<file path="src/rtl/pc_seq_pkg.sv">
// pc_seq_pkg: shared types and defaults for the PC sequencer.
// Holds the FSM state encoding, the default parking address and the
// redirect-source classification used to steer the PC each cycle.
package pc_seq_pkg;

  localparam logic [31:0] DEFAULT_RESET_ADDR = 32'h0000_0000;

  typedef enum logic [1:0] {
    ST_IDLE   = 2'd0,
    ST_REQ    = 2'd1,
    ST_STALL  = 2'd2,
    ST_HALTED = 2'd3
  } state_t;

  // Where the PC takes its next value from in a given cycle.
  typedef enum logic [2:0] {
    SRC_NONE = 3'd0,
    SRC_EX   = 3'd1,
    SRC_PEND = 3'd2,
    SRC_PRED = 3'd3,
    SRC_SEQ  = 3'd4
  } redirect_src_t;

  // Execute-stage resolutions (live or held) both drive pc_branch.
  function automatic logic src_is_branch(input redirect_src_t src);
    return (src == SRC_EX) || (src == SRC_PEND);
  endfunction

endpackage

</file>
<file path="src/rtl/pc_sequencer_if.sv">
// pc_sequencer_if: fetch handshake, redirect inputs and PC control bundle.
// master = sequencer side, slave = fetch/imem/pipeline environment side.
interface pc_sequencer_if #(
  parameter int WORD_WIDTH = 32,
  parameter int CNT_WIDTH  = 32
);

  logic                  start;
  logic [WORD_WIDTH-1:0] pc_q;
  logic                  imem_req;
  logic [WORD_WIDTH-1:0] imem_addr;
  logic                  imem_ack;
  logic                  decode_stall;
  logic                  pred_taken;
  logic [WORD_WIDTH-1:0] pred_addr;
  logic                  ex_redirect;
  logic [WORD_WIDTH-1:0] ex_addr;
  logic                  halt_req;
  logic                  pc_wren;
  logic                  pc_stall;
  logic                  pc_branch;
  logic                  pc_pred_branch;
  logic                  pc_halt;
  logic [WORD_WIDTH-1:0] pc_branch_addr;
  logic [WORD_WIDTH-1:0] pc_pred_addr;
  logic                  fetch_valid;
  logic                  flush;
  logic [CNT_WIDTH-1:0]  fetch_count;
  logic [CNT_WIDTH-1:0]  flush_count;

  modport master (
    input  start, pc_q, imem_ack, decode_stall, pred_taken, pred_addr,
           ex_redirect, ex_addr, halt_req,
    output imem_req, imem_addr, pc_wren, pc_stall, pc_branch, pc_pred_branch,
           pc_halt, pc_branch_addr, pc_pred_addr, fetch_valid, flush,
           fetch_count, flush_count
  );

  modport slave (
    output start, pc_q, imem_ack, decode_stall, pred_taken, pred_addr,
           ex_redirect, ex_addr, halt_req,
    input  imem_req, imem_addr, pc_wren, pc_stall, pc_branch, pc_pred_branch,
           pc_halt, pc_branch_addr, pc_pred_addr, fetch_valid, flush,
           fetch_count, flush_count
  );

endinterface

</file>
<file path="src/rtl/pc_seq_counters.sv">
// pc_seq_counters: fetch and flush event counters.
// Plain wrapping counters; only reset clears them.
module pc_seq_counters #(
  parameter int CNT_WIDTH = 32
) (
  input  logic                 i_clk,
  input  logic                 i_reset,
  input  logic                 i_fetch_en,
  input  logic                 i_flush_en,
  output logic [CNT_WIDTH-1:0] o_fetch_count,
  output logic [CNT_WIDTH-1:0] o_flush_count
);

  localparam logic [CNT_WIDTH-1:0] CNT_ONE = {{(CNT_WIDTH-1){1'b0}}, 1'b1};

  logic [CNT_WIDTH-1:0] r_fetch_count;
  logic [CNT_WIDTH-1:0] r_flush_count;

  // Count cycles with a valid fetch delivered to decode
  always_ff @(posedge i_clk) begin
    if (i_reset) begin
      r_fetch_count <= {CNT_WIDTH{1'b0}};
    end else if (i_fetch_en) begin
      r_fetch_count <= r_fetch_count + CNT_ONE;
    end else begin
      r_fetch_count <= r_fetch_count;
    end
  end

  // Count cycles in which younger instructions are flushed
  always_ff @(posedge i_clk) begin
    if (i_reset) begin
      r_flush_count <= {CNT_WIDTH{1'b0}};
    end else if (i_flush_en) begin
      r_flush_count <= r_flush_count + CNT_ONE;
    end else begin
      r_flush_count <= r_flush_count;
    end
  end

  assign o_fetch_count = r_fetch_count;
  assign o_flush_count = r_flush_count;

endmodule

</file>
<file path="src/rtl/pc_sequencer.sv">
// pc_sequencer: fetch control FSM driving program_counter and imem.
// Arbitrates halt > execute redirect > prediction > sequential, holds
// a redirect that resolves while a fetch is outstanding, and remembers a
// prediction that arrived while decode was stalled.
module pc_sequencer
  import pc_seq_pkg::*;
#(
  parameter int                    WORD_WIDTH = 32,
  parameter int                    CNT_WIDTH  = 32,
  parameter logic [WORD_WIDTH-1:0] RESET_ADDR = DEFAULT_RESET_ADDR
) (
  input  logic           i_clk,
  input  logic           i_reset,
  pc_sequencer_if.master io_bus
);

  state_t                r_state;
  state_t                w_state_next;
  logic                  r_pend_valid;
  logic [WORD_WIDTH-1:0] r_pend_addr;
  logic                  r_sp_valid;
  logic [WORD_WIDTH-1:0] r_sp_addr;

  logic                  w_halt_live;
  logic                  w_redirect_live;
  logic                  w_pend_set;
  logic                  w_pend_clr;
  logic                  w_sp_load;
  logic                  w_sp_clr;
  redirect_src_t         w_src;

  logic                  w_imem_req;
  logic [WORD_WIDTH-1:0] w_imem_addr;
  logic                  w_pc_wren;
  logic                  w_pc_stall;
  logic                  w_pc_halt;
  logic                  w_pc_branch;
  logic                  w_pc_pred_branch;
  logic [WORD_WIDTH-1:0] w_pc_branch_addr;
  logic [WORD_WIDTH-1:0] w_pc_pred_addr;
  logic                  w_fetch_valid;
  logic                  w_flush;
  logic [CNT_WIDTH-1:0]  w_fetch_count;
  logic [CNT_WIDTH-1:0]  w_flush_count;

  // halt_req is ignored until the sequencer has been started once
  assign w_halt_live     = io_bus.halt_req && (r_state != ST_IDLE);
  assign w_redirect_live = io_bus.ex_redirect || r_pend_valid;

  // State register
  always_ff @(posedge i_clk) begin
    if (i_reset) begin
      r_state <= ST_IDLE;
    end else begin
      r_state <= w_state_next;
    end
  end

  // Next-state selection
  always_comb begin
    w_state_next = r_state;
    case (r_state)
      ST_IDLE: begin
        if (io_bus.start) begin
          w_state_next = ST_REQ;
        end else begin
          w_state_next = ST_IDLE;
        end
      end
      ST_REQ: begin
        if (w_halt_live) begin
          w_state_next = ST_HALTED;
        end else if (io_bus.imem_ack && !w_redirect_live && io_bus.decode_stall) begin
          w_state_next = ST_STALL;
        end else begin
          w_state_next = ST_REQ;
        end
      end
      ST_STALL: begin
        if (w_halt_live) begin
          w_state_next = ST_HALTED;
        end else if (io_bus.ex_redirect) begin
          w_state_next = ST_REQ;
        end else if (io_bus.decode_stall) begin
          w_state_next = ST_STALL;
        end else begin
          w_state_next = ST_REQ;
        end
      end
      ST_HALTED: begin
        if (io_bus.start && !io_bus.halt_req) begin
          w_state_next = ST_REQ;
        end else begin
          w_state_next = ST_HALTED;
        end
      end
      default: begin
        w_state_next = ST_IDLE;
      end
    endcase
  end

  // Per-state handshake, PC control and pending/saved-prediction strobes
  always_comb begin
    w_imem_req    = 1'b0;
    w_imem_addr   = io_bus.pc_q;
    w_pc_wren     = 1'b0;
    w_pc_stall    = 1'b0;
    w_pc_halt     = 1'b0;
    w_fetch_valid = 1'b0;
    w_flush       = 1'b0;
    w_src         = SRC_NONE;
    w_pend_set    = 1'b0;
    w_pend_clr    = 1'b0;
    w_sp_load     = 1'b0;
    w_sp_clr      = 1'b0;
    case (r_state)
      ST_IDLE: begin
        w_pc_halt   = 1'b1;
        w_imem_addr = RESET_ADDR;
      end
      ST_REQ: begin
        w_imem_req = 1'b1;
        if (w_halt_live) begin
          // any ack this cycle is dropped
          w_pc_halt  = 1'b1;
          w_flush    = 1'b1;
          w_pend_clr = 1'b1;
          w_sp_clr   = 1'b1;
        end else if (io_bus.ex_redirect && !io_bus.imem_ack) begin
          // hold the target until the outstanding fetch returns
          w_flush    = 1'b1;
          w_pend_set = 1'b1;
        end else if (io_bus.imem_ack && w_redirect_live) begin
          // the returning instruction is on the wrong path
          w_flush    = 1'b1;
          w_pc_wren  = 1'b1;
          w_src      = io_bus.ex_redirect ? SRC_EX : SRC_PEND;
          w_pend_clr = 1'b1;
        end else if (io_bus.imem_ack && !io_bus.decode_stall) begin
          w_fetch_valid = 1'b1;
          w_pc_wren     = 1'b1;
          w_src         = io_bus.pred_taken ? SRC_PRED : SRC_SEQ;
        end else if (io_bus.imem_ack) begin
          // decode is busy: freeze PC, remember the prediction
          w_fetch_valid = 1'b1;
          w_pc_wren     = 1'b1;
          w_pc_stall    = 1'b1;
          w_sp_load     = 1'b1;
        end else begin
          w_src = SRC_NONE;
        end
      end
      ST_STALL: begin
        if (w_halt_live) begin
          w_pc_halt  = 1'b1;
          w_flush    = 1'b1;
          w_pend_clr = 1'b1;
          w_sp_clr   = 1'b1;
        end else if (io_bus.ex_redirect) begin
          w_pc_wren = 1'b1;
          w_flush   = 1'b1;
          w_src     = SRC_EX;
          w_sp_clr  = 1'b1;
        end else if (io_bus.decode_stall) begin
          w_pc_wren  = 1'b1;
          w_pc_stall = 1'b1;
        end else if (r_sp_valid) begin
          w_pc_wren = 1'b1;
          w_src     = SRC_PRED;
          w_sp_clr  = 1'b1;
        end else begin
          w_pc_wren = 1'b1;
          w_src     = SRC_SEQ;
        end
      end
      ST_HALTED: begin
        w_pc_halt   = 1'b1;
        w_imem_addr = RESET_ADDR;
        if (io_bus.halt_req) begin
          w_flush    = 1'b1;
          w_pend_clr = 1'b1;
          w_sp_clr   = 1'b1;
        end else begin
          w_flush = 1'b0;
        end
      end
      default: begin
        w_pc_halt   = 1'b1;
        w_imem_addr = RESET_ADDR;
      end
    endcase
  end

  // Redirect mux: turn the selected source into PC branch controls
  always_comb begin
    w_pc_branch      = src_is_branch(w_src);
    w_pc_pred_branch = (w_src == SRC_PRED);
    if (w_src == SRC_PRED) begin
      w_pc_pred_addr = (r_state == ST_STALL) ? r_sp_addr : io_bus.pred_addr;
    end else begin
      w_pc_pred_addr = {WORD_WIDTH{1'b0}};
    end
    if (io_bus.ex_redirect) begin
      w_pc_branch_addr = io_bus.ex_addr;
    end else begin
      w_pc_branch_addr = r_pend_addr;
    end
  end

  // Pending execute redirect and saved prediction registers
  always_ff @(posedge i_clk) begin
    if (i_reset) begin
      r_pend_valid <= 1'b0;
      r_pend_addr  <= {WORD_WIDTH{1'b0}};
      r_sp_valid   <= 1'b0;
      r_sp_addr    <= {WORD_WIDTH{1'b0}};
    end else begin
      // youngest resolution overwrites an older held one
      if (w_pend_set) begin
        r_pend_valid <= 1'b1;
        r_pend_addr  <= io_bus.ex_addr;
      end else if (w_pend_clr) begin
        r_pend_valid <= 1'b0;
      end else begin
        r_pend_valid <= r_pend_valid;
      end
      if (w_sp_load) begin
        r_sp_valid <= io_bus.pred_taken;
        r_sp_addr  <= io_bus.pred_addr;
      end else if (w_sp_clr) begin
        r_sp_valid <= 1'b0;
      end else begin
        r_sp_valid <= r_sp_valid;
      end
    end
  end

  pc_seq_counters #(
    .CNT_WIDTH(CNT_WIDTH)
  ) u_counters (
    .i_clk         (i_clk),
    .i_reset       (i_reset),
    .i_fetch_en    (w_fetch_valid),
    .i_flush_en    (w_flush),
    .o_fetch_count (w_fetch_count),
    .o_flush_count (w_flush_count)
  );

  assign io_bus.imem_req       = w_imem_req;
  assign io_bus.imem_addr      = w_imem_addr;
  assign io_bus.pc_wren        = w_pc_wren;
  assign io_bus.pc_stall       = w_pc_stall;
  assign io_bus.pc_halt        = w_pc_halt;
  assign io_bus.pc_branch      = w_pc_branch;
  assign io_bus.pc_pred_branch = w_pc_pred_branch;
  assign io_bus.pc_branch_addr = w_pc_branch_addr;
  assign io_bus.pc_pred_addr   = w_pc_pred_addr;
  assign io_bus.fetch_valid    = w_fetch_valid;
  assign io_bus.flush          = w_flush;
  assign io_bus.fetch_count    = w_fetch_count;
  assign io_bus.flush_count    = w_flush_count;

endmodule
</file>
<file path="src/flat_wrapper.sv">
// flat-port wrapper written by rule: the top's interface ports become plain ports
module pc_sequencer_flat import pc_seq_pkg::*;
#(
  parameter int                    WORD_WIDTH = 32,
  parameter int                    CNT_WIDTH  = 32,
  parameter logic [WORD_WIDTH-1:0] RESET_ADDR = DEFAULT_RESET_ADDR
)
  (i_clk, i_reset, io_bus_start, io_bus_pc_q, io_bus_imem_ack, io_bus_decode_stall, io_bus_pred_taken, io_bus_pred_addr, io_bus_ex_redirect, io_bus_ex_addr, io_bus_halt_req, io_bus_imem_req, io_bus_imem_addr, io_bus_pc_wren, io_bus_pc_stall, io_bus_pc_branch, io_bus_pc_pred_branch, io_bus_pc_halt, io_bus_pc_branch_addr, io_bus_pc_pred_addr, io_bus_fetch_valid, io_bus_flush, io_bus_fetch_count, io_bus_flush_count);
  pc_sequencer_if #(.WORD_WIDTH(WORD_WIDTH), .CNT_WIDTH(CNT_WIDTH)) io_bus_i ();
  input  logic i_clk;
  input  logic i_reset;
  input wire logic [$bits(io_bus_i.start)-1:0] io_bus_start;
  input wire logic [$bits(io_bus_i.pc_q)-1:0] io_bus_pc_q;
  input wire logic [$bits(io_bus_i.imem_ack)-1:0] io_bus_imem_ack;
  input wire logic [$bits(io_bus_i.decode_stall)-1:0] io_bus_decode_stall;
  input wire logic [$bits(io_bus_i.pred_taken)-1:0] io_bus_pred_taken;
  input wire logic [$bits(io_bus_i.pred_addr)-1:0] io_bus_pred_addr;
  input wire logic [$bits(io_bus_i.ex_redirect)-1:0] io_bus_ex_redirect;
  input wire logic [$bits(io_bus_i.ex_addr)-1:0] io_bus_ex_addr;
  input wire logic [$bits(io_bus_i.halt_req)-1:0] io_bus_halt_req;
  output wire logic [$bits(io_bus_i.imem_req)-1:0] io_bus_imem_req;
  output wire logic [$bits(io_bus_i.imem_addr)-1:0] io_bus_imem_addr;
  output wire logic [$bits(io_bus_i.pc_wren)-1:0] io_bus_pc_wren;
  output wire logic [$bits(io_bus_i.pc_stall)-1:0] io_bus_pc_stall;
  output wire logic [$bits(io_bus_i.pc_branch)-1:0] io_bus_pc_branch;
  output wire logic [$bits(io_bus_i.pc_pred_branch)-1:0] io_bus_pc_pred_branch;
  output wire logic [$bits(io_bus_i.pc_halt)-1:0] io_bus_pc_halt;
  output wire logic [$bits(io_bus_i.pc_branch_addr)-1:0] io_bus_pc_branch_addr;
  output wire logic [$bits(io_bus_i.pc_pred_addr)-1:0] io_bus_pc_pred_addr;
  output wire logic [$bits(io_bus_i.fetch_valid)-1:0] io_bus_fetch_valid;
  output wire logic [$bits(io_bus_i.flush)-1:0] io_bus_flush;
  output wire logic [$bits(io_bus_i.fetch_count)-1:0] io_bus_fetch_count;
  output wire logic [$bits(io_bus_i.flush_count)-1:0] io_bus_flush_count;
  assign io_bus_i.start = io_bus_start;
  assign io_bus_i.pc_q = io_bus_pc_q;
  assign io_bus_i.imem_ack = io_bus_imem_ack;
  assign io_bus_i.decode_stall = io_bus_decode_stall;
  assign io_bus_i.pred_taken = io_bus_pred_taken;
  assign io_bus_i.pred_addr = io_bus_pred_addr;
  assign io_bus_i.ex_redirect = io_bus_ex_redirect;
  assign io_bus_i.ex_addr = io_bus_ex_addr;
  assign io_bus_i.halt_req = io_bus_halt_req;
  assign io_bus_imem_req = io_bus_i.imem_req;
  assign io_bus_imem_addr = io_bus_i.imem_addr;
  assign io_bus_pc_wren = io_bus_i.pc_wren;
  assign io_bus_pc_stall = io_bus_i.pc_stall;
  assign io_bus_pc_branch = io_bus_i.pc_branch;
  assign io_bus_pc_pred_branch = io_bus_i.pc_pred_branch;
  assign io_bus_pc_halt = io_bus_i.pc_halt;
  assign io_bus_pc_branch_addr = io_bus_i.pc_branch_addr;
  assign io_bus_pc_pred_addr = io_bus_i.pc_pred_addr;
  assign io_bus_fetch_valid = io_bus_i.fetch_valid;
  assign io_bus_flush = io_bus_i.flush;
  assign io_bus_fetch_count = io_bus_i.fetch_count;
  assign io_bus_flush_count = io_bus_i.flush_count;
  pc_sequencer #(.WORD_WIDTH(WORD_WIDTH), .CNT_WIDTH(CNT_WIDTH), .RESET_ADDR(RESET_ADDR)) u_core (.i_clk(i_clk), .i_reset(i_reset), .io_bus(io_bus_i));
endmodule
</file>
<file path="config.mk">
export PLATFORM = sky130hd
export DESIGN_NAME = pc_sequencer_flat
export DESIGN_NICKNAME = d
export VERILOG_FILES = /design/src/rtl/pc_seq_pkg.sv /design/src/rtl/pc_sequencer_if.sv /design/src/rtl/pc_seq_counters.sv /design/src/rtl/pc_sequencer.sv /design/src/flat_wrapper.sv
export SDC_FILE = /design/constraint.sdc
export NUM_CORES = 1
export LEC_CHECK = 0
export CORE_ASPECT_RATIO = 0.5
export CORE_UTILIZATION = 49
export CTS_BUF_LIST = sky130_fd_sc_hd__clkbuf_4 sky130_fd_sc_hd__clkbuf_8
export CTS_CLUSTER_DIAMETER = 60
export CTS_CLUSTER_SIZE = 20
export DETAILED_ROUTE_END_ITERATION = 8
export GPL_TIMING_DRIVEN = 0
export PLACE_DENSITY = 0.89
export SYNTH_ARGS = -nofsm -noshare
export SYNTH_HDL_FRONTEND = slang
export SYNTH_SLANG_ARGS = --single-unit
</file>
<file path="constraint.sdc">
create_clock -name i_clk -period 4.28 [get_ports i_clk]
set_clock_uncertainty 0.05 [all_clocks]
set_input_delay 1.07 -clock i_clk [delete_from_list [all_inputs] [get_ports i_clk]]
set_output_delay 1.07 -clock i_clk [all_outputs]
set_load 0.01 [all_outputs]
</file>
==> metrics.cfg, run 1 <==
[global_routing]
first_global_vias = 7267
antenna_found_initial = 0
overflow = 0
track_usage_pct = 30.60
grt_max_degree = 17
grt_pass1_wl_um = 35330

[logic_synthesis]
syn_nets = 954
ys_ff_latch = 132
yosysTopAreaCell = dfxtp_1
postSynth.asyncResetShare_pct = 0
seq_area_frac_synth_pct = 38.62
avgSynthCellArea_um2 = 8.108
synth_area_leaders = dfxtp_1 (39%), nand2_1 (8.3%), a21oi_1 (6.4%)
synth.cell_area_um2 = 6843
synth_cell_types = 49
synth_edf_count = 0
yosysTopAreaCellShare_pct = 38.62
ys.flop_type = dfxtp_1
synth_cells = 844
yosysWarnings = 0
yosysMostFrequentCell = nand2_1
ys_top_cells_by_count = nand2_1 (152), dfxtp_1 (132), a21oi_1 (87)

[place]
gp_congestion = 0.9240
port_buffers = 270
dp_hpwl_um = 16640

[route]
vias = 7465
wl_per_cell_um = 17.11
routed_wl_um = 22910
drc = 0
drt-vias-per-instance = 5.575
drtPass1Iterations = 6
dr.first_iter.drc_count = 465
antenna_left = 0

[power]
power.leakage_nw = 3.667
sw_frac_of_total_pct = 25.19
power_mw = 2.821
pwr-share-comb_pct = 15.7
internal-power_mw = 2.110
p_clk_share_pct = 39.9
power_density_nw_per_um2 = 274.6
vdd_drop_max_mv = 0.2057
power_frac_seq_pct = 44.4
switchingPower_mw = 0.7107

[clock_network]
root_buffer = clkbuf_8
worstSkewPairLatency_ns = 0.44
cts_made_buffers = 17
clk_path_buf_depth = 2
numClockSinks = 132
cts_tree = done
clkTransAtPathRegs_ns = 0.07
ctsHoldBuffers = 0
h-tree-depth = 4

[layout]
antenna_cells = 0
finalNetCount = 1245
layout-drive-gt1-share_pct = 9.241
syn2layout_area_growth_pct = 50.12
fin_util_pct = 75.60

[floorplan]
die_y_um = 85.56
die_w_um = 169.1
rows = 30
ioPinCount = 272
dieArea_um2 = 14470
start_util_pct = 50.36
core_area_um2 = 13590

[worst_setup_path]
critPathArrivalTime_ns = 3.12
cp.required_ns = 3.16
path_common_cell = clkdlybuf4s50_1
path_max_fanout = 10
cp-end-kind = output pin
cp_cell_sequence = clkdlybuf4s50_1, nor3b_2, nand4_1, a211o_4, buf_4, inv_2, clkdlybuf4s50_1
start_kind = input pin
slowest_delay_ns = 0.52
crit_type = in -> out
slowest_stage = clkdlybuf4s50_1

[timing]
hold_viol = 0
period_needed_ns = 4.245
hold_slack_ns = 0.4053
maxSlewViolCount = 0
tightest_slew_ns = 0.7211
fin_crit_sh_pct = 99.17
maxSlewHeadroom_pct = 51.93
fmax_mhz = 235.6
setup_viol = 0

[status]
status = completed

[min_path]
hold_class = reg -> reg

[run]
cap_violations = 0

[per-layer routing]
| layer | wire length (um) | up-vias | global-route usage [%] |
|---|---|---|---|
| met5 | 0 | - | 0 |
| met4 | 698 | 0 | 13.68 |
| met3 | 1524 | 60 | 6.368 |
| met2 | 11130 | 344 | 53.39 |
| met1 | 9554 | 3554 | 36.77 |
| li1 | - | 3507 | - |
[worst max-delay path: cells and delay by family]
family / cells / cell delay (ns)
buffers and inverters: 4 / 1.26
AO/OA/AOI/OAI: 1 / 0.41
AND/OR/NAND/NOR: 2 / 0.37
[cells by family (layout without fill, tap and decap cells)]
kind of cell	count (synthesis)	count (layout)	share of synthesized area, %
multiplexers	68	68	10.57
buffers and inverters	67	370	3.968
adder cells (fa/ha/maj)	6	6	1.097
AND/OR/NAND/NOR	392	392	27.79
AO/OA/AOI/OAI	136	136	12.45
flip-flops	132	132	38.62
XOR/XNOR	43	43	5.504
[path summary, 6_finish.rpt]
| check | startpoint | end | slack [ns] | cells past startpoint |
|---|---|---|---|---|
| max reg2reg | u_core.r_state[0]$_SDFF_PP0_ | u_core.u_counters.o_flush_count[30]$_SDFFE_PP0P_ | 1.68 | 9 |
| min | u_core.r_sp_addr[18]$_SDFFE_PP0P_ | u_core.r_sp_addr[18]$_SDFFE_PP0P_ | 0.41 | 2 |
| min reg2reg | u_core.r_sp_addr[18]$_SDFFE_PP0P_ | u_core.r_sp_addr[18]$_SDFFE_PP0P_ | 0.41 | 2 |
| max | io_bus_pred_taken | io_bus_pc_pred_branch | 0.04 | 7 |
[timing repair]
action,4_1_cts,5_1_grt
setup endpoints to repair,65,6
pin swaps,1,0
resized for setup,50,10
endpoints found under the hold margin,0,0
setup buffers,2,0
[power by group through the flow]
stage / combinational, mW / clock, mW / sequential (mW)
4_1_cts: 0.435 / 1.13 / 1.25
5_1_grt: 0.470 / 1.19 / 1.25
2_1_floorplan: 0.182 / 0 / 1.28
3_3_place_gp: 0.420 / 0 / 1.28
3_5_place_dp: 0.426 / 0 / 1.28
6_report: 0.442 / 1.13 / 1.25
[cells in the final DEF, fill, tap and decap left out, types with 10 or more instances in the layout]
cell and count:
a211oi_1 10, a21oi_1 86, and2_1 33, and3_1 10
and4_1 10, clkbuf_1 40, clkbuf_8 19, clkdlybuf4s50_1 233
dfxtp_1 132, dlygate4sd2_1 31, mux2_2 32, mux2i_1 34
nand2_1 151, nand3_1 30, nand4_1 20, nor2_1 86
o31ai_1 10, xnor2_1 25, xor2_1 18
[state kept, by name (all words and copies together), names as in the netlist]
name                             cells
u_core.r_pend_addr                  32
u_core.r_sp_addr                    32
u_core.u_counters.o_fetch_count     32
u_core.u_counters.o_flush_count     32
u_core.r_state                       2
u_core.r_pend_valid                  1
u_core.r_sp_valid                    1
[stage by stage]
stage               cell area [um2]  setup TNS [ns]  worst slack (ns)  instances
finish                        10270               0           0.03549       1339
global route                  10270        -0.07597          -0.06913       1339
CTS                           10240               0          0.006455       1339
detailed placement             9786          -24.66           -0.4973       1306
global placement               9786          -23.33           -0.4751       1306
floorplan                      6843               0            0.8817        844
[final cells by class]
type | count | area (um2)
buffer | 59 | 274.0
clock buffer | 23 | 291.5
clock inverter | 8 | 126.4
fill | 999 | 3316
inverter | 8 | 30.03
multi-input combinational | 645 | 3974
sequential | 132 | 2643
tap | 192 | 240.2
timing repair buffer | 272 | 2694
(Power assumes the default switching activity.)
==> run 2: changes to the inputs <==
Settings changed: ABC_AREA from default to 1, CORE_UTILIZATION 49 to 47, PLACE_DENSITY 0.89 to 0.84.
Clock period 4.28 ns to 4 ns, I/O delays scaled along.
==> run 2 against run 1 <==
Against the previous run: wire length grew 9.3%; count of clock-buffer cells in the layout shrank 4; cell area grew 6.0%; critical endpoint is now io_bus_pc_stall; critical path type unchanged; largest cell class unchanged; sequential cell count is the same.
==> metrics.cfg, run 2 <==
[worst_setup_path]
crit_type = in -> out
path_common_cell = clkdlybuf4s50_1
start_kind = input pin
cp-end-kind = output pin
cp_cell_sequence = clkdlybuf4s50_1, nor2_2, nand3_2, nor2_4, clkbuf_4, o21a_1, clkdlybuf4s50_1
cp_top_family = buffers and inverters
slowest_stage = clkdlybuf4s50_1
path_max_fanout = 10
slowest_delay_ns = 0.57
cp.required_ns = 2.95
critPathArrivalTime_ns = 2.89
crit_buf_inv = 3

[logic_synthesis]
synthSimpleGateAreaFrac_pct = 38.88
yosysMostFrequentCell = nand2_1
synth_compound_area_share_pct = 9.552
ys_top_cells_by_count = nand2_1 (342), nor2_1 (279), dfxtp_1 (132)
ys.flop_type = dfxtp_1
seq_area_frac_synth_pct = 35.45
yosysTopAreaCell = dfxtp_1
synth_area_leaders = dfxtp_1 (35%), nand2_1 (17%), nor2_1 (14%)
ys_ff_latch = 132
synth_edf_count = 0
synth.cell_area_um2 = 7453
synth_top_family_by_area = simple AND/OR/NAND/NOR gates
yosys.area_share.adder_pct = 1.007
yosysWarnings = 0
avgSynthCellArea_um2 = 6.201
synth_cell_types = 36
postSynth.asyncResetShare_pct = 0
synth_xor_area_share_pct = 2.468
yosysTopAreaCellShare_pct = 35.45
syn_nets = 1312
synthMuxAreaShare_pct = 4.297
synth_cells = 1202

[layout]
finalNetCount = 1607
fillers = 1308
layout-drive-gt1-share_pct = 6.424
multi_input_area_um2 = 4218
syn2layout_area_growth_pct = 46.11
final_common_cell = nand2_1
most-common-layout-cells = nand2_1 (342), nor2_1 (279), clkdlybuf4s50_1 (235)
final_area_um2 = 10890
antenna_cells = 0
regArea_um2 = 2643

[floorplan]
core_area_um2 = 15450
die_y_um = 91.05
dieArea_um2 = 16400
die_w_um = 180.1
ioPinCount = 272
rows = 32
start_util_pct = 48.23

[timing]
maxSlewViolCount = 0
hold_viol = 0
period_needed_ns = 3.939
tightest_slew_ns = 0.7264
fin_crit_sh_pct = 98.49
setup_viol = 0
fmax_mhz = 253.8
fin_setup_tns_ns = 0
maxSlewHeadroom_pct = 51.57

[clock_network]
worstSkewPairLatency_ns = 0.46
clkTransAtPathRegs_ns = 0.08
ctsHoldBuffers = 0
numClockSinks = 132
h-tree-depth = 4
cts_tree = done
root_buffer = clkbuf_8
cts_made_buffers = 17
clk_path_buf_depth = 2

[power]
internal-power_mw = 2.334
vdd_drop_max_mv = 0.2201
switchingPower_mw = 0.8077
power_frac_seq_pct = 43.1
power_density_nw_per_um2 = 288.5
p_clk_share_pct = 42.4
sw_frac_of_total_pct = 25.71
pwr-share-comb_pct = 14.6
power.leakage_nw = 4.663

[status]
status = completed

[place]
placed_cell_area_um2 = 10410
gp_congestion = 0.9172
port_buffers = 270
dp_hpwl_um = 18770

[route]
dr.first_iter.drc_count = 708
drt-vias-per-instance = 5.182
wl_per_cell_um = 14.61
routed_wl_um = 25040
vias = 8882
drtPass1Iterations = 5
drc = 0
antenna_left = 0

[global_routing]
first_global_vias = 8031
grt_pass1_wl_um = 40080
grt_max_degree = 17
antenna_found_initial = 0
overflow = 0
track_usage_pct = 30.00

[run]
cap_violations = 0

[min_path]
hold_class = reg -> reg

run 2: cell types whose count changed in the layout (fill, tap and decap cells not counted), moves of 12 or more:
cell             change
nand2_1            +191
a21oi_1             -40
clkdlybuf4s15_1     +12
dlygate4sd2_1       -23
nand3_1             +12
o21ai_0             +70
clkbuf_1            -16
inv_1               +95
nor2_1             +193
xnor2_1             -20
mux2_2              -32
clkbuf_2            +17
and2_1              -32
run 2: final timing paths:
check	startpoint	to	slack, ns	cells after the start
min	u_core.u_counters.o_flush_count[31]$_SDFFE_PP0P_	u_core.u_counters.o_flush_count[31]$_SDFFE_PP0P_	0.47	2
max	io_bus_ex_redirect	io_bus_pc_stall	0.06	7
min reg2reg	u_core.u_counters.o_flush_count[31]$_SDFFE_PP0P_	u_core.u_counters.o_flush_count[31]$_SDFFE_PP0P_	0.47	2
max reg2reg	u_core.r_state[0]$_SDFF_PP0_	u_core.u_counters.o_fetch_count[30]$_SDFFE_PP0P_	1.70	12
run 2: routing by layer:
layer / routed length, um / track usage (%) / vias to the layer above
met4: 499 / 10.11 / 0
met5: 0 / 0 / -
met3: 1575 / 5.897 / 48
li1: - / - / 4369
met2: 11500 / 48.35 / 358
met1: 11460 / 40.21 / 4107
run 2: cell families (layout without fill, tap and decap cells):
group           after synthesis  in the layout
mux                          32             32
flops                       132            132
buf+inv                     159            467
xor+xnor                     21             21
fa+ha+maj                     6              6
simple gates                716            716
compound gates              136            136
run 2: tightest hold or removal path, cell delays in order, from the launching register on:
cell and delay, ns:
dfxtp_1 0.34, nand2_1 0.07, a21oi_1 0.06
run 2: metrics by stage:
| step | setup WS, ns | instances | power, mW | utilization [%] | hold slack [ns] |
|---|---|---|---|---|---|
| after floorplan | 0.8526 | 1202 | 1.561 | - | 0.4139 |
| after global placement | -0.3802 | 1676 | 1.814 | 67.37 | 0.4332 |
| after detailed placement | -0.3512 | 1676 | 1.825 | 67.37 | 0.4467 |
| after CTS | 0.01181 | 1712 | 3.142 | 70.53 | 0.4644 |
| after global routing | -0.0005957 | 1714 | 3.249 | 70.47 | 0.4964 |
| final | 0.06056 | 1714 | 3.142 | 70.47 | 0.4652 |
run 2: timing repair:
item / 4_1_cts / 5_1_grt
buffers inserted: 4 / 2
pin swaps: 4 / 1
endpoints found under the setup margin: 36 / 65
gates cloned: 0 / 0
gates resized for setup: 45 / 50
run 2: final cells by class:
class	count	share of cell area [%]
Buffer	49	2.102
Inverter	110	3.814
Tap cell	204	2.344
Clock buffer	19	2.344
Sequential cell	132	24.26
Clock inverter	13	1.884
Multi-Input combinational cell	911	38.73
Timing Repair Buffer	276	24.52
run 2: power by group through the flow:
stage | Sequential, mW | Combinational, mW | Clock [mW]
finish | 1.35 | 0.458 | 1.33
global route | 1.36 | 0.490 | 1.40
CTS | 1.35 | 0.450 | 1.34
detailed placement | 1.38 | 0.442 | 0
global placement | 1.38 | 0.433 | 0
floorplan | 1.38 | 0.182 | 0
==> run 3: changes to the inputs <==
Settings changed: CELL_PAD_IN_SITES_DETAIL_PLACEMENT from default to 1, CELL_PAD_IN_SITES_GLOBAL_PLACEMENT from default to 1, CORE_UTILIZATION 47 to 28, PLACE_DENSITY 0.84 to default, PLACE_DENSITY_LB_ADDON from default to 0.1.
Clock period 4 ns to 3.2 ns, I/O delays scaled along.
==> run 3 against run 2 <==
Against the previous run: the run now ends with negative setup slack left; sequential power is 25% higher; sequential share of layout area shrank 1.6 points; cell area is 7.5% higher; critical endpoint is now io_bus_pc_pred_branch; highest routed layer unchanged.
==> metrics.cfg, run 3 (synthesis gave the netlist of run 2 again) <==
[clock_network]
root_buffer = clkbuf_8
worstSkewPairLatency_ns = 0.49
clkTransAtPathRegs_ns = 0.07
ctsHoldBuffers = 0
numClockSinks = 132
h-tree-depth = 4
clk_path_buf_depth = 2
cts_made_buffers = 17
cts_tree = done

[timing]
setup_viol = 25
fin_ws_ns = -0.08890
tightest_slew_ns = 0.6649
maxSlewHeadroom_pct = 55.67
fmax_mhz = 304.1
fin_crit_sh_pct = 102.8
period_needed_ns = 3.289
rsz0062_at_grt = true
maxSlewViolCount = 0
hold_viol = 0

[floorplan]
die_y_um = 117.4
die_w_um = 232.7
rows = 41
ioPinCount = 272
dieArea_um2 = 27310
core_area_um2 = 25650
start_util_pct = 29.06

[layout]
layout-drive-gt1-share_pct = 13.45
final_cells = 1895
syn2layout_area_growth_pct = 57.03
final_common_cell = nand2_1
multi_input_area_um2 = 4451
finalNetCount = 1644
regArea_um2 = 2648
fillers = 3306
most-common-layout-cells = nand2_1 (339), nor2_1 (252), clkdlybuf4s50_1 (228)

[route]
vias = 8973
dr.first_iter.drc_count = 380
antenna_left = 0
drt-vias-per-instance = 4.735
drc = 0
wl_per_cell_um = 16.16
drtPass1Iterations = 4
routed_wl_um = 30630

[worst_setup_path]
path_max_fanout = 8
cp-end-kind = output pin
crit_type = in -> out
rr_startpoint = u_core.r_state[0]$_SDFF_PP0_
critPathArrivalTime_ns = 2.44
rrSetupSlack_ns = 1.03
start_kind = input pin
r2r.worst_path.cells = 13
r2r_end = u_core.u_counters.o_fetch_count[30]$_SDFFE_PP0P_
cp.required_ns = 2.35

[run]
cap_violations = 0

[global_routing]
track_usage_pct = 22.12
grt_pass1_wl_um = 47810
first_global_vias = 9141
grt_max_degree = 17
overflow = 0
antenna_found_initial = 3

[place]
port_buffers = 270
post-place-ws_ns = -0.8890
dp_hpwl_um = 22880
placedCellCount = 1816
gp_congestion = 0.8576

[power]
power_density_nw_per_um2 = 333.7
power.leakage_nw = 4.958
vdd_drop_max_mv = 0.2840

[status]
violations = negative setup slack
status = complete, but fails checks

[min_path]
hold_depth = 2
hold_start = u_core.u_counters.o_flush_count[31]$_SDFFE_PP0P_
hold_end = u_core.u_counters.o_flush_count[31]$_SDFFE_PP0P_
hold_class = reg -> reg

run 3: area by class of cell:
cell class | instances | share of cell area (%)
sequential | 132 | 22.62
clock buffer | 22 | 2.534
antenna | 4 | 0.08553
timing repair buffer | 317 | 25.87
tap | 344 | 3.678
multi-input combinational | 911 | 38.03
clock inverter | 10 | 1.090
inverter | 110 | 3.763
buffer | 45 | 2.331
run 3: metal layers:
| metal | wire length (um) | track usage, % |
|---|---|---|
| met5 | 0 | 0 |
| met2 | 15020 | 37.18 |
| met4 | 321 | 5.760 |
| met1 | 13770 | 27.49 |
| met3 | 1525 | 6.372 |
run 3: how the worst max path moves through the flow:
stage	startpoint	slack [ns]	cells after the start	end
6_report	io_bus_ex_redirect	-0.09	11	io_bus_pc_pred_branch
5_1_grt	u_core.r_state[0]$_SDFF_PP0_	-0.20	14	io_bus_pc_pred_branch
4_1_cts	u_core.r_state[1]$_SDFF_PP0_	-0.03	11	io_bus_pc_pred_branch
3_5_place_dp	io_bus_ex_redirect	-0.89	11	io_bus_pc_pred_addr[29]
3_3_place_gp	io_bus_ex_redirect	-0.86	11	io_bus_pc_pred_addr[28]
2_1_floorplan	io_bus_ex_redirect	0.45	9	io_bus_pc_pred_addr[22]
run 3: report_power, final:
group | internal, mW | switching (mW)
Sequential | 1.67 | 0.0197
Combinational | 0.325 | 0.312
Clock | 0.853 | 0.723
run 3: critical path, cell delays in order:
cell and delay, ns:
clkdlybuf4s15_1 0.21, buf_6 0.16, inv_8 0.08, nand2_1 0.08, o31ai_2 0.29, nand2_1 0.16
nand3_4 0.17, buf_6 0.13, buf_16 0.11, inv_1 0.03, clkdlybuf4s15_2 0.21
run 3: what timing repair did:
item | in CTS | in global routing
gates cloned | 2 | 1
hold endpoints to repair | 0 | 0
gates resized for setup | 215 | 75
pin swaps | 9 | 10
setup endpoints to repair | 101 | 115
setup buffers | 31 | 13
run 3: per-stage QoR:
stage,setup TNS [ns],hold WS (ns),cell area [um2],power [mW],utilization [%]
global placement,-39.60,0.4334,10590,2.280,41.27
global route,-5.444,0.4719,11700,4.072,45.61
CTS,-0.1357,0.4541,11410,3.919,44.47
finish,-1.251,0.4514,11700,3.906,45.63
floorplan,0,0.4139,7453,1.951,-
detailed placement,-42.73,0.4425,10590,2.293,41.27
==> RTL edit 1 (settings of run 1) <==
`WORD_WIDTH` is set to 32 in 3 places; all go to 24.
--- a/src/rtl/pc_sequencer_if.sv
+++ b/src/rtl/pc_sequencer_if.sv
@@ -1,7 +1,7 @@
 // pc_sequencer_if: fetch handshake, redirect inputs and PC control bundle.
 // master = sequencer side, slave = fetch/imem/pipeline environment side.
 interface pc_sequencer_if #(
-  parameter int WORD_WIDTH = 32,
+  parameter int WORD_WIDTH = 24,
   parameter int CNT_WIDTH  = 32
 );
 
--- a/src/rtl/pc_sequencer.sv
+++ b/src/rtl/pc_sequencer.sv
@@ -5,7 +5,7 @@
 module pc_sequencer
   import pc_seq_pkg::*;
 #(
-  parameter int                    WORD_WIDTH = 32,
+  parameter int                    WORD_WIDTH = 24,
   parameter int                    CNT_WIDTH  = 32,
   parameter logic [WORD_WIDTH-1:0] RESET_ADDR = DEFAULT_RESET_ADDR
 ) (
--- a/src/flat_wrapper.sv
+++ b/src/flat_wrapper.sv
@@ -1,7 +1,7 @@
 // flat-port wrapper written by rule: the top's interface ports become plain ports
 module pc_sequencer_flat import pc_seq_pkg::*;
 #(
-  parameter int                    WORD_WIDTH = 32,
+  parameter int                    WORD_WIDTH = 24,
   parameter int                    CNT_WIDTH  = 32,
   parameter logic [WORD_WIDTH-1:0] RESET_ADDR = DEFAULT_RESET_ADDR
 )
Interface: changed (6 resized); port bits go from 272 to 224. No check against the original RTL was run, so the function may have changed too.
==> RTL edit 1 against run 1 <==
Combinational power fell by 33%. Total power fell by 9.1%. Area after synthesis fell by 12%. Final area fell by 12%. Worst setup slack improved by 0.071 ns. Synthesized cell count fell by 11%. Sequential cell count fell by 16. Routed wire length fell by 16%. Critical endpoint is now io_bus_pc_pred_addr[13]. Largest power group is now clock. Highest routed layer unchanged.
==> RTL edit 1: results (changes against run 1) <==
Global routing
  – M1 GR Usage: 34.9% (-1.9 points)
  – Met3 Usage GRT: 6.51% (+0.14 points)

Placement
  – Cells after DPL: 1137 (-13%)
  – DPL Wire Length: 13100 um (-21%)
  – Area post-placement: 8470 um2 (-13%)
  – Port buffer count: 223 (-17%)

Power
  – LEAKAGE: 3.28 nW (-11%)

Layout
  – Share of cells above drive strength 1: 11.6% (+2.3 points)

Synth
  – Xor/xnor share of the synthesized area: 6.10% (+0.59 points)
  – Area share of fa/ha/maj cells after synthesis: 1.24% (+0.15 points)
  – Synth top cells by count: nand2_1 (123), dfxtp_1 (116), nor2_1 (84)
  – Synth Area in Compound Gates: 13.1% (+0.61 points)

STA
  – WHS: 0.403 ns (-0.00228 ns)
  – Minimum clock period after layout: 4.17 ns (-0.0710 ns)

Drt
  – Vias: 6623 (-11%)
  – WL met3: 1230 um (-19%)
  – Metal-1 WL: 8110 um (-15%)
  – Post-DR vias/cell: 5.59 (+0.34%)
  – Starting DRT DRC Count: 383 (-18%)
  – DR WL/cell: 16.2 um (-5.4%)
  – First drt pass iteration count: 5 (-1)

Hold path
  – Hold endpoint: u_core.r_pend_addr[19]

Worst setup path
  – FF-to-FF path depth: 8 (-1)
  – Worst R2R Setup Slack: 1.46 ns (-0.22 ns)
  – Reg2reg start: u_core.r_state[1]

Run status
  – Outcome: completed

CTS
  – Cts repair resizes: 47 (-6.0%)
## RTL edit 1: cell types whose count changed in the layout (fill, tap and decap cells not counted), moves of 8 or more
cell,delta
clkbuf_2,+12
nand2_1,-28
a21oi_1,-14
clkbuf_1,-10
buf_4,+8
dlygate4sd2_1,-19
nand3_1,-11
clkdlybuf4s50_1,-38
dfxtp_1,-16
mux2i_1,-8
## RTL edit 1: layout make-up
| cell class | instances | area (um2) |
|---|---|---|
| Timing Repair Buffer | 239 | 2280 |
| Fill cell | 832 | 2870 |
| Sequential cell | 116 | 2320 |
| Antenna cell | 1 | 2.50 |
| Inverter | 11 | 41.3 |
| Clock buffer | 23 | 310 |
| Tap cell | 165 | 206 |
| Clock inverter | 9 | 148 |
| Multi-Input combinational cell | 575 | 3510 |
| Buffer | 45 | 209 |
## RTL edit 1: worst max-delay path by stage
stage                             start                 endpoint  cells after the start
floorplan            io_bus_ex_redirect  io_bus_pc_pred_addr[10]                      8
global placement     io_bus_ex_redirect  io_bus_pc_pred_addr[18]                      9
detailed placement   io_bus_ex_redirect  io_bus_pc_pred_addr[18]                      9
CTS                 io_bus_decode_stall   io_bus_pc_pred_addr[6]                     10
global route        io_bus_decode_stall   io_bus_pc_pred_addr[9]                      9
finish              io_bus_decode_stall  io_bus_pc_pred_addr[13]                      9
## RTL edit 1: report_power, final
group / internal [mW] / leakage (nW) / switching [mW]
clock: 0.716 / 0.235 / 0.459
sequential: 1.09 / 0.935 / 0.00547
combinational: 0.164 / 2.11 / 0.131
## RTL edit 1: worst max-delay path: stages
cell,delay [ns]
clkdlybuf4s50_1,0.46
buf_4,0.20
nand2b_1,0.14
a221oi_1,0.24
o211ai_1,0.21
buf_4,0.20
clkbuf_4,0.15
nor2_1,0.10
dlygate4sd2_1,0.28
==> RTL edit 2 (settings of run 1) <==
Made on the original files. Encoding of `state_t`: now one-hot (4 bits for 4 states).
--- a/src/rtl/pc_seq_pkg.sv
+++ b/src/rtl/pc_seq_pkg.sv
@@ -5,11 +5,11 @@
 
   localparam logic [31:0] DEFAULT_RESET_ADDR = 32'h0000_0000;
 
-  typedef enum logic [1:0] {
-    ST_IDLE   = 2'd0,
-    ST_REQ    = 2'd1,
-    ST_STALL  = 2'd2,
-    ST_HALTED = 2'd3
+  typedef enum logic [3:0] {
+    ST_IDLE   = 4'b0001,
+    ST_REQ    = 4'b0010,
+    ST_STALL  = 4'b0100,
+    ST_HALTED = 4'b1000
   } state_t;
 
   // Where the PC takes its next value from in a given cycle.
Formal check against the unedited RTL: same outputs for any inputs over 4 cycles, from zero or initial values and one cycle with i_reset high; so few cycles prove little.
==> RTL edit 2 against run 1 <==
Worst hold slack better by 0.0033 ns. Final cell count rose by 4.9%. Area after synthesis is 0.24% higher. Routed wire length shrank 1.9%. Sequential cell count rose by 2. Final area increased by 0.28%. Critical endpoint is now io_bus_pc_pred_addr[3]. Count of clock-buffer cells in the layout down 5. Clock power fell by 9.7%. Worst setup slack better by 0.068 ns. Total power down 9.5%.
==> RTL edit 2: results (changes against run 1) <==
Run status
  – Outcome: completed

Synth
  – Synth top cells by count: nand2_1 (225), a21oi_1 (138), dfxtp_1 (134)
  – Synthesized flop and latch total: 134 (+1.5%)
  – Synth top area cells: dfxtp_1 (39%), nand2_1 (12%), a21oi_1 (10%)
  – Xor/xnor share of the synthesized area: 3.06% (-2.4 points)
  – Area share of fa/ha/maj cells after synthesis: 0.365% (-0.73 points)
  – Unique cell type count in the Yosys netlist: 48 (-2.0%)
  – Mux contribution to synthesized area: 6.24% (-4.3 points)

Layout
  – Multi-input gate share of total cell area: 38.1% (-0.57 points)
  – Non-clk invs: 14 (+6)
  – Share of cells above drive strength 1: 8.42% (-0.83 points)
  – Synthesis-to-finish area growth: 50.2% (about the same)
  – CLK BUF: 18 (-22%)
  – Proportion of final cell area spent on non-clock buffers: 29.2% (+0.32 points)
  – Filler cell count: 1032 (+3.3%)
  – Seq area share: 26.0% (+0.32 points)
  – Comb_multi_in: 698 (+8.2%)
  – Non-CTS buffers: 334 (+0.91%)

Drt
  – Starting DRT DRC Count: 573 (+23%)
  – First drt pass iteration count: 5 (-1)

Power
  – LEAKAGE: 3.81 nW (+3.8%)
  – Cell-internal power: 1.85 mW (-12%)
  – VDD IR max: 0.178 mV (-13%)

Placement
  – DP Worst Slack: -0.774 ns (-0.277 ns)
  – Cells after DPL: 1372 (+5.1%)
  – Area post-placement: 9800 um2 (+0.17%)
  – Routability cong.: 0.910 (-1.5%)

Global routing
  – Vias in the first global route: 7381 (+1.6%)
  – Tot GR Track Use: 30.8% (+0.16 points)
  – First-pass GRT wire length: 36300 um (+2.6%)

Worst setup path
  – Arr. time, crit path: 3.06 ns (-0.06 ns)
  – Max stage delay on crit path: 0.55 ns (+0.03 ns)

Floorplanning
  – Full die area: 14500 um2 (+0.24%)

STA
  – Worst-Margin Slew: 0.767 ns (+0.0461 ns)
RTL edit 2: cell count changes in the layout (fill, tap and decap cells not counted), moves of 9 or more:
cell	change
and3_1	+33
a21oi_1	+50
and2_1	-28
nand2_1	+74
nor2_1	-46
dlygate4sd2_1	-31
xnor2_1	-9
mux2i_1	-34
clkbuf_1	+10
a211oi_1	-10
clkdlybuf4s50_1	+22
dlymetal6s2s_1	+9
a2111oi_2	-9
xor2_1	-10
RTL edit 2: repair_timing:
item | in CTS | in global routing
pin swaps | 1 | 0
setup endpoints to repair | 62 | 58
gates resized for setup | 15 | 25
setup buffers | 3 | 0
RTL edit 2: final timing paths:
check                                          start                             endpoint  slack (ns)  cells past startpoint
worst max-delay path               u_core.r_state[2]               io_bus_pc_pred_addr[3]        0.10                      9
worst min register to register  u_core.r_sp_addr[30]                 u_core.r_sp_addr[30]        0.41                      2
worst min-delay path            u_core.r_sp_addr[30]                 u_core.r_sp_addr[30]        0.41                      2
worst max register to register     u_core.r_state[1]  u_core.u_counters.o_fetch_count[30]        1.47                      9
RTL edit 2: power by group through the flow:
| stage | combinational [mW] | sequential (mW) | clock, mW |
|---|---|---|---|
| floorplan | 0.101 | 1.28 | 0 |
| global placement | 0.272 | 1.28 | 0 |
| detailed placement | 0.275 | 1.28 | 0 |
| CTS | 0.281 | 1.25 | 1.04 |
| global route | 0.303 | 1.25 | 1.10 |
| finish | 0.283 | 1.25 | 1.02 |
RTL edit 2: per-layer routing:
metal / vias to the layer above / routed length (um) / GRT usage (%)
met5: - / 0 / 0
met4: 0 / 227 / 8.19
met3: 23 / 1760 / 5.35
met2: 350 / 10900 / 53.8
met1: 3679 / 9560 / 39.5
li1: 3766 / - / -
